### src/rtl/brc_pkg.sv
// brc_pkg: shared types and defaults for branch_redirect_ctrl.
//   state_e   : controller states (IDLE / FLUSH / LINK_WAIT)
//   CNT_W     : flush down-counter width (covers FLUSH_CYCLES up to 15)
//   STAT_W    : statistics counter width
package brc_pkg;
   localparam int ADDR_W_DEF   = 32;
   localparam int REG_IDX_DEF  = 4;
   localparam int LINK_REG_DEF = 14;
   localparam int CNT_W        = 4;
   localparam int STAT_W       = 16;

   typedef enum logic [1:0] {
      IDLE      = 2'd0,
      FLUSH     = 2'd1,
      LINK_WAIT = 2'd2
   } state_e;
endpackage

### src/rtl/brc_link_if.sv
// brc_link_if: link-register write channel towards the register file.
//   link_valid : write request (held until accepted)
//   link_ready : register file accepts the write
//   link_idx   : destination register index
//   link_data  : value to write (return address)
// modport master: controller side; modport slave: register-file side.
interface brc_link_if #(
   parameter int ADDR_W    = 32,
   parameter int REG_IDX_W = 4
);
   logic                 link_valid;
   logic                 link_ready;
   logic [REG_IDX_W-1:0] link_idx;
   logic [ADDR_W-1:0]    link_data;

   modport master (output link_valid, link_idx, link_data, input link_ready);
   modport slave  (input link_valid, link_idx, link_data, output link_ready);
endinterface

### src/rtl/brc_sat_counter.sv
// brc_sat_counter: W-bit counter that increments on inc, clears on clr and
// sticks at all-ones instead of wrapping.
//   clk, reset : clock, asynchronous active-high reset
//   inc, clr   : increment / synchronous clear (clear wins)
//   cnt_o      : current count
module brc_sat_counter #(
   parameter int W = 16
) (
   input  logic         clk,
   input  logic         reset,
   input  logic         inc,
   input  logic         clr,
   output logic [W-1:0] cnt_o
);
   logic [W-1:0] cnt_q, cnt_d;

   always_comb begin
      cnt_d = cnt_q;
      if (clr)                       cnt_d = '0;
      else if (inc && (cnt_q != '1)) cnt_d = cnt_q + W'(1);
   end

   always_ff @(posedge clk or posedge reset) begin
      if (reset) cnt_q <= '0;
      else       cnt_q <= cnt_d;
   end

   assign cnt_o = cnt_q;
endmodule

### src/rtl/branch_redirect_ctrl.sv
// branch_redirect_ctrl: applies taken-branch / branch-and-link decisions from
// EX to the front end: one-cycle PC redirect, FLUSH_CYCLES of IF/ID squash,
// and a valid/ready write of the return address into LINK_REG.
//   clk, reset            : clock, asynchronous active-high reset
//   t_address_i, bl_reg_i : branch taken / taken branch is BL
//   target_addr_i         : branch target; branch_pc_i : branch address
//   pc_sel_o, pc_target_o : PC mux select pulse and registered target
//   flush_o, stall_o      : squash IF/ID / freeze front end on pending link
//   busy_o                : controller not idle
//   link (master)         : link-register write channel
//   taken_cnt_o, bl_cnt_o, drop_cnt_o : statistics
// Optional feature macro BRANCH_STATS_EN: statistics counters present;
// otherwise the three statistic ports read 0.
module branch_redirect_ctrl
   import brc_pkg::*;
#(
   parameter int ADDR_W       = ADDR_W_DEF,
   parameter int FLUSH_CYCLES = 2,
   parameter int REG_IDX_W    = REG_IDX_DEF,
   parameter int LINK_REG     = LINK_REG_DEF
) (
   input  logic              clk,
   input  logic              reset,
   input  logic              t_address_i,
   input  logic              bl_reg_i,
   input  logic [ADDR_W-1:0] target_addr_i,
   input  logic [ADDR_W-1:0] branch_pc_i,
   output logic              pc_sel_o,
   output logic [ADDR_W-1:0] pc_target_o,
   output logic              flush_o,
   output logic              stall_o,
   output logic              busy_o,
   output logic [STAT_W-1:0] taken_cnt_o,
   output logic [STAT_W-1:0] bl_cnt_o,
   output logic [STAT_W-1:0] drop_cnt_o,
   brc_link_if.master        link
);
   state_e             state_q, state_d;
   logic [CNT_W-1:0]   cnt_q, cnt_d;
   logic               pc_sel_q, pc_sel_d;
   logic [ADDR_W-1:0]  pc_target_q, pc_target_d;
   logic               link_valid_q, link_valid_d;
   logic [ADDR_W-1:0]  link_data_q, link_data_d;
   logic               xfer;
   logic               accept;

   assign accept = (state_q == IDLE) && t_address_i;
   assign xfer   = link_valid_q && link.link_ready;

   always_comb begin
      state_d      = state_q;
      cnt_d        = cnt_q;
      pc_sel_d     = 1'b0;
      pc_target_d  = pc_target_q;
      link_valid_d = link_valid_q;
      link_data_d  = link_data_q;
      if (xfer) link_valid_d = 1'b0;
      case (state_q)
         IDLE: begin
            if (t_address_i) begin
               state_d     = FLUSH;
               cnt_d       = CNT_W'(FLUSH_CYCLES - 1);
               pc_sel_d    = 1'b1;
               pc_target_d = target_addr_i;
               if (bl_reg_i) begin
                  link_valid_d = 1'b1;
                  link_data_d  = branch_pc_i + ADDR_W'(4);
               end
            end
         end
         FLUSH: begin
            // The link may complete on the very edge the flush ends, in
            // which case there is nothing left to wait for.
            if (cnt_q == '0) state_d = (link_valid_q && !xfer) ? LINK_WAIT : IDLE;
            else             cnt_d   = cnt_q - CNT_W'(1);
         end
         LINK_WAIT: if (xfer) state_d = IDLE;
         default:   state_d = IDLE;
      endcase
   end

   always_ff @(posedge clk or posedge reset) begin
      if (reset) begin
         state_q      <= IDLE;
         cnt_q        <= '0;
         pc_sel_q     <= 1'b0;
         pc_target_q  <= '0;
         link_valid_q <= 1'b0;
         link_data_q  <= '0;
      end else begin
         state_q      <= state_d;
         cnt_q        <= cnt_d;
         pc_sel_q     <= pc_sel_d;
         pc_target_q  <= pc_target_d;
         link_valid_q <= link_valid_d;
         link_data_q  <= link_data_d;
      end
   end

   assign pc_sel_o        = pc_sel_q;
   assign pc_target_o     = pc_target_q;
   assign flush_o         = (state_q == FLUSH);
   assign stall_o         = (state_q == LINK_WAIT);
   assign busy_o          = (state_q != IDLE);
   assign link.link_valid = link_valid_q;
   assign link.link_data  = link_data_q;
   assign link.link_idx   = REG_IDX_W'(LINK_REG);

`ifdef BRANCH_STATS_EN
   logic bl_accept, drop;
   assign bl_accept = accept && bl_reg_i;
   assign drop      = (state_q != IDLE) && t_address_i;

   brc_sat_counter #(.W(STAT_W)) u_taken_cnt (
      .clk(clk), .reset(reset), .inc(accept), .clr(1'b0), .cnt_o(taken_cnt_o));
   brc_sat_counter #(.W(STAT_W)) u_bl_cnt (
      .clk(clk), .reset(reset), .inc(bl_accept), .clr(1'b0), .cnt_o(bl_cnt_o));
   brc_sat_counter #(.W(STAT_W)) u_drop_cnt (
      .clk(clk), .reset(reset), .inc(drop), .clr(1'b0), .cnt_o(drop_cnt_o));
`else
   assign taken_cnt_o = '0;
   assign bl_cnt_o    = '0;
   assign drop_cnt_o  = '0;
`endif
endmodule

### src/flat_wrapper.sv
// flat-port wrapper written by rule: the top's interface ports become plain ports
module branch_redirect_ctrl_flat import brc_pkg::*;
#(
   parameter int ADDR_W       = ADDR_W_DEF,
   parameter int FLUSH_CYCLES = 2,
   parameter int REG_IDX_W    = REG_IDX_DEF,
   parameter int LINK_REG     = LINK_REG_DEF
)
  (clk, reset, t_address_i, bl_reg_i, target_addr_i, branch_pc_i, pc_sel_o, pc_target_o, flush_o, stall_o, busy_o, taken_cnt_o, bl_cnt_o, drop_cnt_o, link_link_valid, link_link_idx, link_link_data, link_link_ready);
  brc_link_if #(.ADDR_W(ADDR_W), .REG_IDX_W(REG_IDX_W)) link_i ();
  input  logic clk;
  input  logic reset;
  input  logic t_address_i;
  input  logic bl_reg_i;
  input  logic [ADDR_W-1:0] target_addr_i;
  input  logic [ADDR_W-1:0] branch_pc_i;
  output logic pc_sel_o;
  output logic [ADDR_W-1:0] pc_target_o;
  output logic flush_o;
  output logic stall_o;
  output logic busy_o;
  output logic [STAT_W-1:0] taken_cnt_o;
  output logic [STAT_W-1:0] bl_cnt_o;
  output logic [STAT_W-1:0] drop_cnt_o;
  output wire logic [$bits(link_i.link_valid)-1:0] link_link_valid;
  output wire logic [$bits(link_i.link_idx)-1:0] link_link_idx;
  output wire logic [$bits(link_i.link_data)-1:0] link_link_data;
  input wire logic [$bits(link_i.link_ready)-1:0] link_link_ready;
  assign link_link_valid = link_i.link_valid;
  assign link_link_idx = link_i.link_idx;
  assign link_link_data = link_i.link_data;
  assign link_i.link_ready = link_link_ready;
  branch_redirect_ctrl #(.ADDR_W(ADDR_W), .FLUSH_CYCLES(FLUSH_CYCLES), .REG_IDX_W(REG_IDX_W), .LINK_REG(LINK_REG)) u_core (.clk(clk), .reset(reset), .t_address_i(t_address_i), .bl_reg_i(bl_reg_i), .target_addr_i(target_addr_i), .branch_pc_i(branch_pc_i), .pc_sel_o(pc_sel_o), .pc_target_o(pc_target_o), .flush_o(flush_o), .stall_o(stall_o), .busy_o(busy_o), .taken_cnt_o(taken_cnt_o), .bl_cnt_o(bl_cnt_o), .drop_cnt_o(drop_cnt_o), .link(link_i));
endmodule
### config.mk
export PLATFORM = sky130hd
export DESIGN_NAME = branch_redirect_ctrl_flat
export DESIGN_NICKNAME = d
export VERILOG_FILES = /design/src/rtl/brc_pkg.sv /design/src/rtl/brc_link_if.sv /design/src/rtl/brc_sat_counter.sv /design/src/rtl/branch_redirect_ctrl.sv /design/src/flat_wrapper.sv
export SDC_FILE = /design/constraint.sdc
export NUM_CORES = 1
export LEC_CHECK = 0
export ABC_AREA = 0
export CORE_MARGIN = 2
export CORE_UTILIZATION = 31
export CTS_BUF_LIST = sky130_fd_sc_hd__clkbuf_2
export DETAILED_ROUTE_END_ITERATION = 10
export DONT_BUFFER_PORTS = 1
export PLACE_DENSITY_LB_ADDON = 0.08
export SLEW_MARGIN = 20
export SYNTH_ARGS = -nofsm -noshare
export SYNTH_HDL_FRONTEND = slang
export SYNTH_SLANG_ARGS = --single-unit
### constraint.sdc
create_clock -name clk -period 2.5 [get_ports clk]
set_input_delay 0.75 -clock clk [delete_from_list [all_inputs] [get_ports clk]]
set_output_delay 0.75 -clock clk [all_outputs]
set_load 0.02 [all_outputs]
==> results.ini <==
[run_status]
status = finished clean

[timing]
setup_violations = 0
setup_tns_ns = 0
holdWs_ns = 0.105
fin_worst_skew_ns = 0.0231
rsz0062_at_grt = false
max_freq_mhz = 461
layout_setup_ws_ns = 0.331
tightest_slew_ns = 0.504
period_share_pct = 86.7
fin_crit_ns = 2.17
slew_viol_final = 0
max-slew-margin-rel_pct = 66.4
finalHoldViolCount = 0

[yosys]
synth_commonest_cells = dfrtp_1, buf_4, nand2_1
synth_edf_count = 0
synth_top_area_cell = dfrtp_1
ys_ff_latch = 72
synth_flop_cell = dfrtp_1
yosys_warnings = 0
syn_area_sq_um = 3740
seq_area_frac_synth_pct = 48.2
synthCells = 374
synth_top_area_share_pct = 48.2
postSynth.asyncResetShare_pct = 100
synth_area_leaders = dfrtp_1, buf_4, mux2_2
yosysMostFrequentCell = dfrtp_1
avgSynthCellArea_sq_um = 9.99
synth_cell_types = 38

[grt]
gr-total-overflow = 0
grt_pass1_vias = 2442
grt_pass1_wl_mm = 13.2
grtUsageTotal_pct = 13.4
grt_max_degree = 37
grt_antenna_before_repair = 0

[die]
die_h_um = 114
coreArea_sq_um = 11900
start_util_pct = 31.4
dieArea_sq_um = 12900
rows = 40
ios = 190
die_x_um = 114

[cts]
htreeDepth = 3
clk_latency_ns = 0.50
cts_sinks = 72
clk_pin_slew_worst_paths_ns = 0.21
cts.path.max_buffers = 2
post_cts_buffers = 0
cts_hold_buf = 0
cts_root_buffer = clkbuf_2
tritoncts.num_buffers = 9
cts_resized = 0
cts_tree = built

[place]
io_buffer_count = 0
gp_congestion = 0.801
dp_slack_ns = 0.0734
hpwl_mm = 6.72

[critical_path]
worst-path-max-fanout = 5
worstSetupPathType = flip-flop to output port
critPathArrivalTime_ns = 1.42
cp_data_required_time_ns = 1.75
crit_family = flip-flops
crit_slowest_cell = dfrtp_1
endpoint_kind = output port
crit_chain = nor2b_1
crit_buf_inv = 0
crit_path_start_kind = flip-flop
crit_path_max_incr_delay_ns = 0.48

[routing]
drc_errors = 0
vias_per_cell = 4.80
drt-pass1-iter-count = 4
ant_nets = 0
vias = 2588
drt-initial-drc-count = 73
drt-total-wl_mm = 8.80
wl_per_cell_um = 16.3

[final_layout]
fill_cells = 1253
drive_gt1_share_pct = 18.4
utilization_pct = 33.4
nets = 458
area_delta_synth_final_pct = 6.46

[min_path]
hold_class = input pin to async pin

[job]
max_cap_viol_count = 0

[pwr]
p_leak_nw = 1.69
ir_worst_vdd_mv = 0.358
powerDensity_nw_per_um2 = 1160
power_mw = 4.60

## per-stage QoR
stage	instance area (sq um)	std cells
floorplan	3930	424
global placement	3850	522
detailed placement	3850	522
CTS	3980	538
global route	3980	538
finish	3980	539
## layer usage
layer	GRT usage, %	wire (um)
met2	21.0	4100
met4	5.85	119
met1	16.4	3570
met3	5.42	1010
met5	0	0
## worst paths after layout
| kind | to | slack, ns | startpoint | cells past startpoint |
|---|---|---|---|---|
| worst max-delay path | stall_o | 0.33 | u_core.state_q[1] | 1 |
| worst min-delay path | u_core.link.link_data[23] | 0.11 | reset | 1 |
| worst max register to register | u_core.pc_target_o[31] | 0.60 | u_core.state_q[0] | 4 |
| worst min register to register | u_core.cnt_q[0] | 0.53 | u_core.cnt_q[0] | 1 |
| max in group asynchronous | u_core.link.link_data[2] | 1.84 | reset | 2 |
| min in group clk | u_core.link.link_valid | 0.34 | link_link_ready | 1 |
## area by class of cell
| cell class | count | area, sq um | area share (%) |
|---|---|---|---|
| sequential | 72 | 1800 | 45.3 |
| multi-input combinational | 278 | 1670 | 42.1 |
| tap | 147 | 184 | 4.62 |
| timing repair buffer | 17 | 153 | 3.84 |
| clock inverter | 4 | 68.8 | 1.73 |
| clock buffer | 12 | 60.1 | 1.51 |
| inverter | 8 | 33.8 | 0.849 |
| antenna | 1 | 2.50 | 0.0629 |
## power by group
part | leakage (nW) | internal, mW | switching, mW
Sequential | 0.861 | 1.71 | 1.07
Clock | 0.0836 | 0.340 | 0.417
Combinational | 0.749 | 0.523 | 0.537
## state kept, by name, summed over array words and instances, names as in the netlist
name and cells:
u_core.state_q 2, u_core.link.link_valid 1, u_core.cnt_q 4, u_core.link.link_data 32, u_core.pc_target_o 32, u_core.pc_sel_o 1
## cell usage in the layout (no fill, tap or decap), types with 8 or more instances in the layout
master and count:
dfrtp_1 72, conb_1 52, nand2_1 42, mux2_2 32, o21ai_0 26, nor2_1 19
nand3_1 18, buf_4 15, clkbuf_2 12, xnor2_1 11, a31oi_1 10, nand4_1 9
nor3_1 8
## kinds of logic (layout without fill, tap and decap cells)
| kind of cell | after synthesis | after routing | synth area share [%] |
|---|---|---|---|
| and+or+nand+nor | 131 | 131 | 17.7 |
| muxes | 32 | 32 | 9.65 |
| buffers and inverters | 74 | 41 | 12.7 |
| adders and majority gates | 3 | 3 | 1.00 |
| DFF | 72 | 72 | 48.2 |
| xor gates and xnor gates | 15 | 15 | 3.52 |
| other | 2 | 53 | 0.201 |
| AOI/OAI and AO/OA | 45 | 45 | 6.93 |
Note: power is estimated with default switching activity, not from simulation.
